$ cat src/rtl/nco_ctrl_pkg.sv
// Shared types and default sizes for the NCO frequency-sweep controller.
// Latency: n/a (types and constants only).
// Backpressure: n/a.
package nco_ctrl_pkg;

    localparam int PHI_W_DEF   = 32;  // NCO phase-increment width
    localparam int DATA_W_DEF  = 13;  // NCO sine sample width
    localparam int CNT_W_DEF   = 16;  // step / dwell counter width
    localparam int FLUSH_N_DEF = 8;   // settling samples dropped after each retune

    typedef enum logic [1:0] {
        ST_IDLE   = 2'd0,
        ST_SETTLE = 2'd1,
        ST_DWELL  = 2'd2,
        ST_DONE   = 2'd3
    } sweep_state_e;

endpackage : nco_ctrl_pkg

$ cat src/rtl/nco_sweep_ctrl.sv
// Steps the NCO phase increment through start + k*step, drops FLUSH_N settling
// samples per frequency, then forwards dwell samples tagged with the step index.
// Latency: nco_valid_i -> smp_valid_o one cycle; start -> busy/phi one cycle.
// Backpressure: none downstream; gaps in nco_valid_i simply stall the counters.
//
// Ports:
//   clk, reset                 single clock, asynchronous active-high reset
//   start, abort               sweep request (IDLE only) / unconditional stop
//   phi_start_i, phi_step_i    first phase increment and per-step increment
//   num_steps_i, dwell_i       frequencies per sweep, samples per frequency (0 -> 1)
//   nco_valid_i, nco_sin_i     NCO sample stream in
//   phi_inc_o, nco_clken_o     NCO controls
//   busy_o, done_o, step_idx_o status
//   smp_valid_o/data_o/last_o  forwarded sample stream
module nco_sweep_ctrl
    import nco_ctrl_pkg::*;
#(
    parameter int PHI_W   = PHI_W_DEF,
    parameter int DATA_W  = DATA_W_DEF,
    parameter int CNT_W   = CNT_W_DEF,
    parameter int FLUSH_N = FLUSH_N_DEF
) (
    input  logic              clk,
    input  logic              reset,
    input  logic              start,
    input  logic              abort,
    input  logic [PHI_W-1:0]  phi_start_i,
    input  logic [PHI_W-1:0]  phi_step_i,
    input  logic [CNT_W-1:0]  num_steps_i,
    input  logic [CNT_W-1:0]  dwell_i,
    input  logic              nco_valid_i,
    input  logic [DATA_W-1:0] nco_sin_i,
    output logic [PHI_W-1:0]  phi_inc_o,
    output logic              nco_clken_o,
    output logic              busy_o,
    output logic              done_o,
    output logic [CNT_W-1:0]  step_idx_o,
    output logic              smp_valid_o,
    output logic [DATA_W-1:0] smp_data_o,
    output logic              smp_last_o
);

    localparam logic [CNT_W-1:0] FLUSH_LAST = CNT_W'(FLUSH_N - 1);
    localparam logic [CNT_W-1:0] ONE        = CNT_W'(1);

    sweep_state_e      state_q;
    logic [PHI_W-1:0]  phi_q;
    logic [PHI_W-1:0]  cfg_phi_step_q;
    logic [CNT_W-1:0]  cfg_steps_q;
    logic [CNT_W-1:0]  cfg_dwell_q;
    logic [CNT_W-1:0]  step_q;
    logic [CNT_W-1:0]  flush_q;
    logic [CNT_W-1:0]  dwell_cnt_q;
    logic              retune_q;
    logic              busy_q;
    logic              done_q;
    logic              smp_valid_q;
    logic [DATA_W-1:0] smp_data_q;
    logic              smp_last_q;

    // Single phase adder; wraps modulo 2^PHI_W.
    logic [PHI_W-1:0]  phi_next_d;
    assign phi_next_d = phi_q + cfg_phi_step_q;

    always_ff @(posedge clk or posedge reset) begin
        if (reset) begin
            state_q        <= ST_IDLE;
            phi_q          <= '0;
            cfg_phi_step_q <= '0;
            cfg_steps_q    <= ONE;
            cfg_dwell_q    <= ONE;
            step_q         <= '0;
            flush_q        <= '0;
            dwell_cnt_q    <= '0;
            retune_q       <= 1'b0;
            busy_q         <= 1'b0;
            done_q         <= 1'b0;
            smp_valid_q    <= 1'b0;
            smp_data_q     <= '0;
            smp_last_q     <= 1'b0;
        end else begin
            done_q      <= 1'b0;
            smp_valid_q <= 1'b0;
            smp_last_q  <= 1'b0;

            if (abort) begin
                // Abort beats everything, including a sample arriving this cycle.
                state_q  <= ST_IDLE;
                busy_q   <= 1'b0;
                retune_q <= 1'b0;
            end else begin
                case (state_q)
                    ST_IDLE: begin
                        // busy stays up through the done cycle and drops here.
                        busy_q <= 1'b0;
                        if (start) begin
                            cfg_phi_step_q <= phi_step_i;
                            cfg_steps_q    <= (num_steps_i == '0) ? ONE : num_steps_i;
                            cfg_dwell_q    <= (dwell_i == '0) ? ONE : dwell_i;
                            phi_q          <= phi_start_i;
                            step_q         <= '0;
                            flush_q        <= '0;
                            retune_q       <= 1'b0;
                            busy_q         <= 1'b1;
                            state_q        <= ST_SETTLE;
                        end
                    end

                    ST_SETTLE: begin
                        // Retune is applied one cycle after the step's last sample
                        // so every forwarded sample carries its own step's tag.
                        if (retune_q) begin
                            phi_q    <= phi_next_d;
                            step_q   <= step_q + ONE;
                            retune_q <= 1'b0;
                        end
                        if (nco_valid_i) begin
                            if (flush_q == FLUSH_LAST) begin
                                dwell_cnt_q <= '0;
                                state_q     <= ST_DWELL;
                            end else begin
                                flush_q <= flush_q + ONE;
                            end
                        end
                    end

                    ST_DWELL: begin
                        if (nco_valid_i) begin
                            smp_valid_q <= 1'b1;
                            smp_data_q  <= nco_sin_i;
                            if (dwell_cnt_q == cfg_dwell_q - ONE) begin
                                smp_last_q <= 1'b1;
                                if (step_q == cfg_steps_q - ONE) begin
                                    state_q <= ST_DONE;
                                end else begin
                                    retune_q <= 1'b1;
                                    flush_q  <= '0;
                                    state_q  <= ST_SETTLE;
                                end
                            end else begin
                                dwell_cnt_q <= dwell_cnt_q + ONE;
                            end
                        end
                    end

                    ST_DONE: begin
                        done_q  <= 1'b1;
                        state_q <= ST_IDLE;
                    end

                    default: begin
                        state_q <= ST_IDLE;
                    end
                endcase
            end
        end
    end

    assign phi_inc_o   = phi_q;
    assign nco_clken_o = busy_q;
    assign busy_o      = busy_q;
    assign done_o      = done_q;
    assign step_idx_o  = step_q;
    assign smp_valid_o = smp_valid_q;
    assign smp_data_o  = smp_data_q;
    assign smp_last_o  = smp_last_q;

endmodule : nco_sweep_ctrl

$ cat config.mk
export PLATFORM = sky130hd
export DESIGN_NAME = nco_sweep_ctrl
export DESIGN_NICKNAME = d
export VERILOG_FILES = /design/src/rtl/nco_ctrl_pkg.sv /design/src/rtl/nco_sweep_ctrl.sv
export SDC_FILE = /design/constraint.sdc
export NUM_CORES = 1
export LEC_CHECK = 0
export CAP_MARGIN = 20
export CORE_UTILIZATION = 55
export CTS_BUF_LIST = sky130_fd_sc_hd__clkbuf_4 sky130_fd_sc_hd__clkbuf_8
export CTS_CLUSTER_SIZE = 20
export DETAILED_ROUTE_END_ITERATION = 8
export GPL_ROUTABILITY_DRIVEN = 0
export PLACE_DENSITY = 0.83
export SLEW_MARGIN = 30
export SYNTH_ARGS = -nofsm -noshare
export SYNTH_HDL_FRONTEND = slang
export SYNTH_SLANG_ARGS = --single-unit
export TNS_END_PERCENT = 50
$ cat constraint.sdc
create_clock -name clk -period 7 [get_ports clk]
set_input_delay 0.7 -clock clk [delete_from_list [all_inputs] [get_ports clk]]
set_output_delay 0.7 -clock clk [all_outputs]
set_load 0.05 [all_outputs]
==> results.py <==
metrics = {
    "run_status": {
        "status": "finished, final reports clean",
    },
    "setup_path": {
        "cp_data_required_time_ns": 7.39,
        "slowest_stage": "and3_2",
        "worst_setup_path_start_kind": "flop",
        "cp_max_fo": 16,
        "rr_worst_depth": 10,
        "arrival_ns": 3.98,
        "path_class": "reg2reg",
        "crit_chain": "inv_1, ha_1, nor4b_2, or3b_2, a32oi_1, o22ai_1, or4_4, o21ai_1, and3_2, mux2i_1",
        "cp-end-kind": "flop",
        "cp_slowest_stage_delay_ns": 0.57,
    },
    "yosys": {
        "ys_seq_area_frac": 0.408,
        "postSynthCellCount": 1054,
        "synth-simple-area-share": 0.190,
        "synth_warnings": 0,
        "synthAdderAreaFrac": 0.0468,
        "synth_commonest_cells": "dfrtp_1 (162), nand2_1 (86), o21ai_0 (79)",
        "synth_most_common_cell": "dfrtp_1",
        "ys_seq_elements": 164,
        "synth_top_family_by_area": "simple AND/OR/NAND/NOR gates",
        "synthMuxAreaShare": 0.0925,
        "synth_edf_count": 0,
        "async_flop_share": 1.00,
        "synth_largest_area_cell": "dfrtp_1",
        "avgSynthCellArea_um2": 9.55,
        "synth_area_leaders": "dfrtp_1 (40%), mux2_2 (8.1%), ha_1 (4.5%), o21ai_0 (3.9%), xnor2_1 (3.3%)",
        "ys_types": 76,
        "synthXorXnorAreaFrac": 0.0566,
        "yosysTopAreaCellShare": 0.403,
        "syn_area_mm2": 0.0101,
        "synth_compound_area_frac": 0.174,
        "synth.net_count": 1205,
        "synth_flop_cell": "dfrtp_1",
    },
    "route": {
        "drt-initial-drc-count": 735,
        "drc": 0,
        "routed_wl_um": 26200,
        "vias_per_cell": 6.17,
        "detail-route-antenna-nets": 0,
        "vias": 8971,
        "firstDrtPassIters": 5,
        "wl_per_cell_um": 18.1,
    },
    "layout": {
        "fin_cells": 1453,
        "drive_above_1_share": 0.118,
        "fin_nets": 1362,
        "area_growth_pct": 23.3,
        "n_antenna_cell": 0,
        "multiInputGateArea_mm2": 0.00565,
        "seqCellArea_mm2": 0.00411,
        "final_core_util": 0.691,
        "nFillCells": 1391,
    },
    "hold_path": {
        "hold_depth": 1,
        "worst_hold_path_type": "reg2reg",
    },
    "timing": {
        "rsz0062_at_grt": "false",
        "fmax_ghz": 0.279,
        "slew_violations": 0,
        "timing.hold.ws_ns": 0.510,
        "tns_ns": 0,
        "setup_viol": 0,
        "final.min_clock_period_ns": 3.59,
        "finalHoldViolCount": 0,
        "max-slew-margin-rel": 0.415,
        "period_share": 0.513,
        "tightest_slew_ns": 0.875,
        "skew_ns": 0.0172,
    },
    "clocking": {
        "cts_sinks": 164,
        "ctsResizeCount": 0,
        "postCtsHoldBufs": 0,
        "cts_tree": "yes",
        "numCtsBuffers": 17,
        "cts_htree_levels": 4,
        "root_buffer": "clkbuf_8",
        "clock_latency_ns": 0.48,
        "cts_buffer_depth": 2,
        "cts_setup_buffers": 0,
        "clkTransAtPathRegs_ns": 0.08,
    },
    "die": {
        "die_h_um": 137,
        "fp.dieW_um": 137,
        "start_util": 0.560,
        "dieArea_mm2": 0.0188,
        "io_pins": 180,
        "core_mm2": 0.0180,
        "rows": 49,
    },
    "grt": {
        "gr-usage-met1": 0.360,
        "grt_overflow": 0,
        "grtUsageMet2": 0.477,
        "grt-busiest-layer": "met2",
        "first_global_vias": 8638,
        "antenna_found_initial": 2,
        "grtUsageMet3": 0.0717,
        "grt_max_degree": 111,
        "grt_pass1_wl_um": 42300,
        "grt.total_usage": 0.287,
    },
    "placed_design": {
        "io_buffers": 179,
        "hpwl_um": 18500,
        "placed_cells": 1421,
    },
    "flow_run": {
        "maxCapViolations": 0,
    },
    "power_and_ir_drop": {
        "p_leak_nw": 5.04,
        "powerDensity_mw_per_mm2": 332,
        "peakVddDrop_mv": 0.211,
    },
}
placed cells by master (no fill, tap or decap), types with 4 or more instances in the layout:
cell type | synthesis | layout
xnor2_1 | 38 | 38
o21a_1 | 10 | 10
nand3b_1 | 4 | 4
a2111oi_0 | 5 | 5
a21oi_1 | 63 | 63
o21bai_1 | 4 | 4
o22ai_1 | 15 | 15
and2_1 | 7 | 7
nand3_1 | 31 | 31
clkdlybuf4s50_1 | 0 | 179
a211oi_1 | 11 | 11
a31oi_1 | 25 | 25
nor2b_1 | 11 | 11
inv_1 | 27 | 26
ha_1 | 36 | 36
xor2_1 | 27 | 27
mux2i_1 | 12 | 12
o211ai_1 | 4 | 4
nand2b_1 | 12 | 12
or4_1 | 8 | 8
clkinv_2 | 0 | 4
a21o_1 | 11 | 11
or3_1 | 27 | 27
nor2_1 | 66 | 66
nor3_1 | 33 | 32
nor4_1 | 15 | 15
nand4_1 | 13 | 13
nand2_1 | 86 | 86
clkbuf_8 | 0 | 18
dfrtp_1 | 162 | 162
and3_1 | 16 | 15
buf_4 | 1 | 7
and4_1 | 5 | 5
o21ai_0 | 79 | 79
mux2_2 | 72 | 72
a31oi_4 | 6 | 6
power breakdown:
| group | switching, mW | leakage, nW | internal (mW) | total [mW] |
|---|---|---|---|---|
| combinational | 1.21 | 2.79 | 0.834 | 2.04 |
| clock | 0.385 | 0.203 | 0.331 | 0.716 |
| sequential | 0.208 | 2.05 | 1.15 | 1.36 |
| total | 1.80 | 5.04 | 2.31 | 4.11 |
state kept, by name, indices dropped and copies added, names as in the netlist:
name	count
busy_o	1
cfg_dwell_q	16
cfg_phi_step_q	32
cfg_steps_q	16
done_o	1
dwell_cnt_q	16
flush_q	16
phi_inc_o	32
retune_q	1
smp_data_o	13
smp_last_o	1
smp_valid_o	1
state_q	2
step_idx_o	16
metal layers:
metal | routed length, µm | part of all wire | up-vias
met1 | 10800 | 0.41 | 4321
met3 | 2090 | 0.080 | 60
li1 | - | - | 4197
met2 | 12700 | 0.48 | 391
met5 | 13 | 0.00050 | -
met4 | 685 | 0.026 | 2
metrics by stage:
| stage | area [µm²] | power (mW) | setup slack (ns) |
|---|---|---|---|
| 2_1_floorplan | 10100 | 2.80 | 1.87 |
| 3_3_place_gp | 12000 | 3.32 | 3.27 |
| 3_5_place_dp | 12000 | 3.37 | 3.51 |
| 4_1_cts | 12400 | 4.10 | 3.46 |
| 5_1_grt | 12400 | 4.35 | 3.23 |
| 6_report | 12400 | 4.11 | 3.41 |
area by class of cell:
type / count / share of cell area
clock buffer: 18 / 0.0200
multi-input combinational: 814 / 0.455
clock inverter: 14 / 0.0123
inverter: 27 / 0.00877
sequential: 164 / 0.331
tap: 229 / 0.0231
timing repair buffer: 187 / 0.150
final timing paths:
kind                           startpoint  slack, ns             end
setup / recovery           cfg_dwell_q[1]       3.41      flush_q[1]
hold / removal              smp_data_o[7]       0.51   smp_data_o[7]
setup reg to reg           cfg_dwell_q[1]       3.41      flush_q[1]
hold reg to reg             smp_data_o[7]       0.51   smp_data_o[7]
max in group asynchronous           reset       5.06  cfg_dwell_q[4]
min in group asynchronous           reset       0.72   smp_data_o[1]
kinds of logic (layout without fill, tap and decap cells):
group,Yosys count,count (layout)
AOI/OAI and AO/OA,270,270
adders and majority gates,37,37
xor gates and xnor gates,65,65
DFF,164,164
buffers and inverters,76,246
muxes,84,84
and+or+nand+nor,358,358
worst max-delay path: cells and delay by family (launching register included):
family | cells | cell delay, ns
multiplexers | 1 | 0.24
AND/OR/NAND/NOR | 4 | 2.03
flip-flops | 1 | 0.40
adder cells (fa/ha/maj) | 1 | 0.25
AO/OA/AOI/OAI | 3 | 0.49
buffers and inverters | 1 | 0.08
No activity file was read; power rests on OpenSTA's default activity.
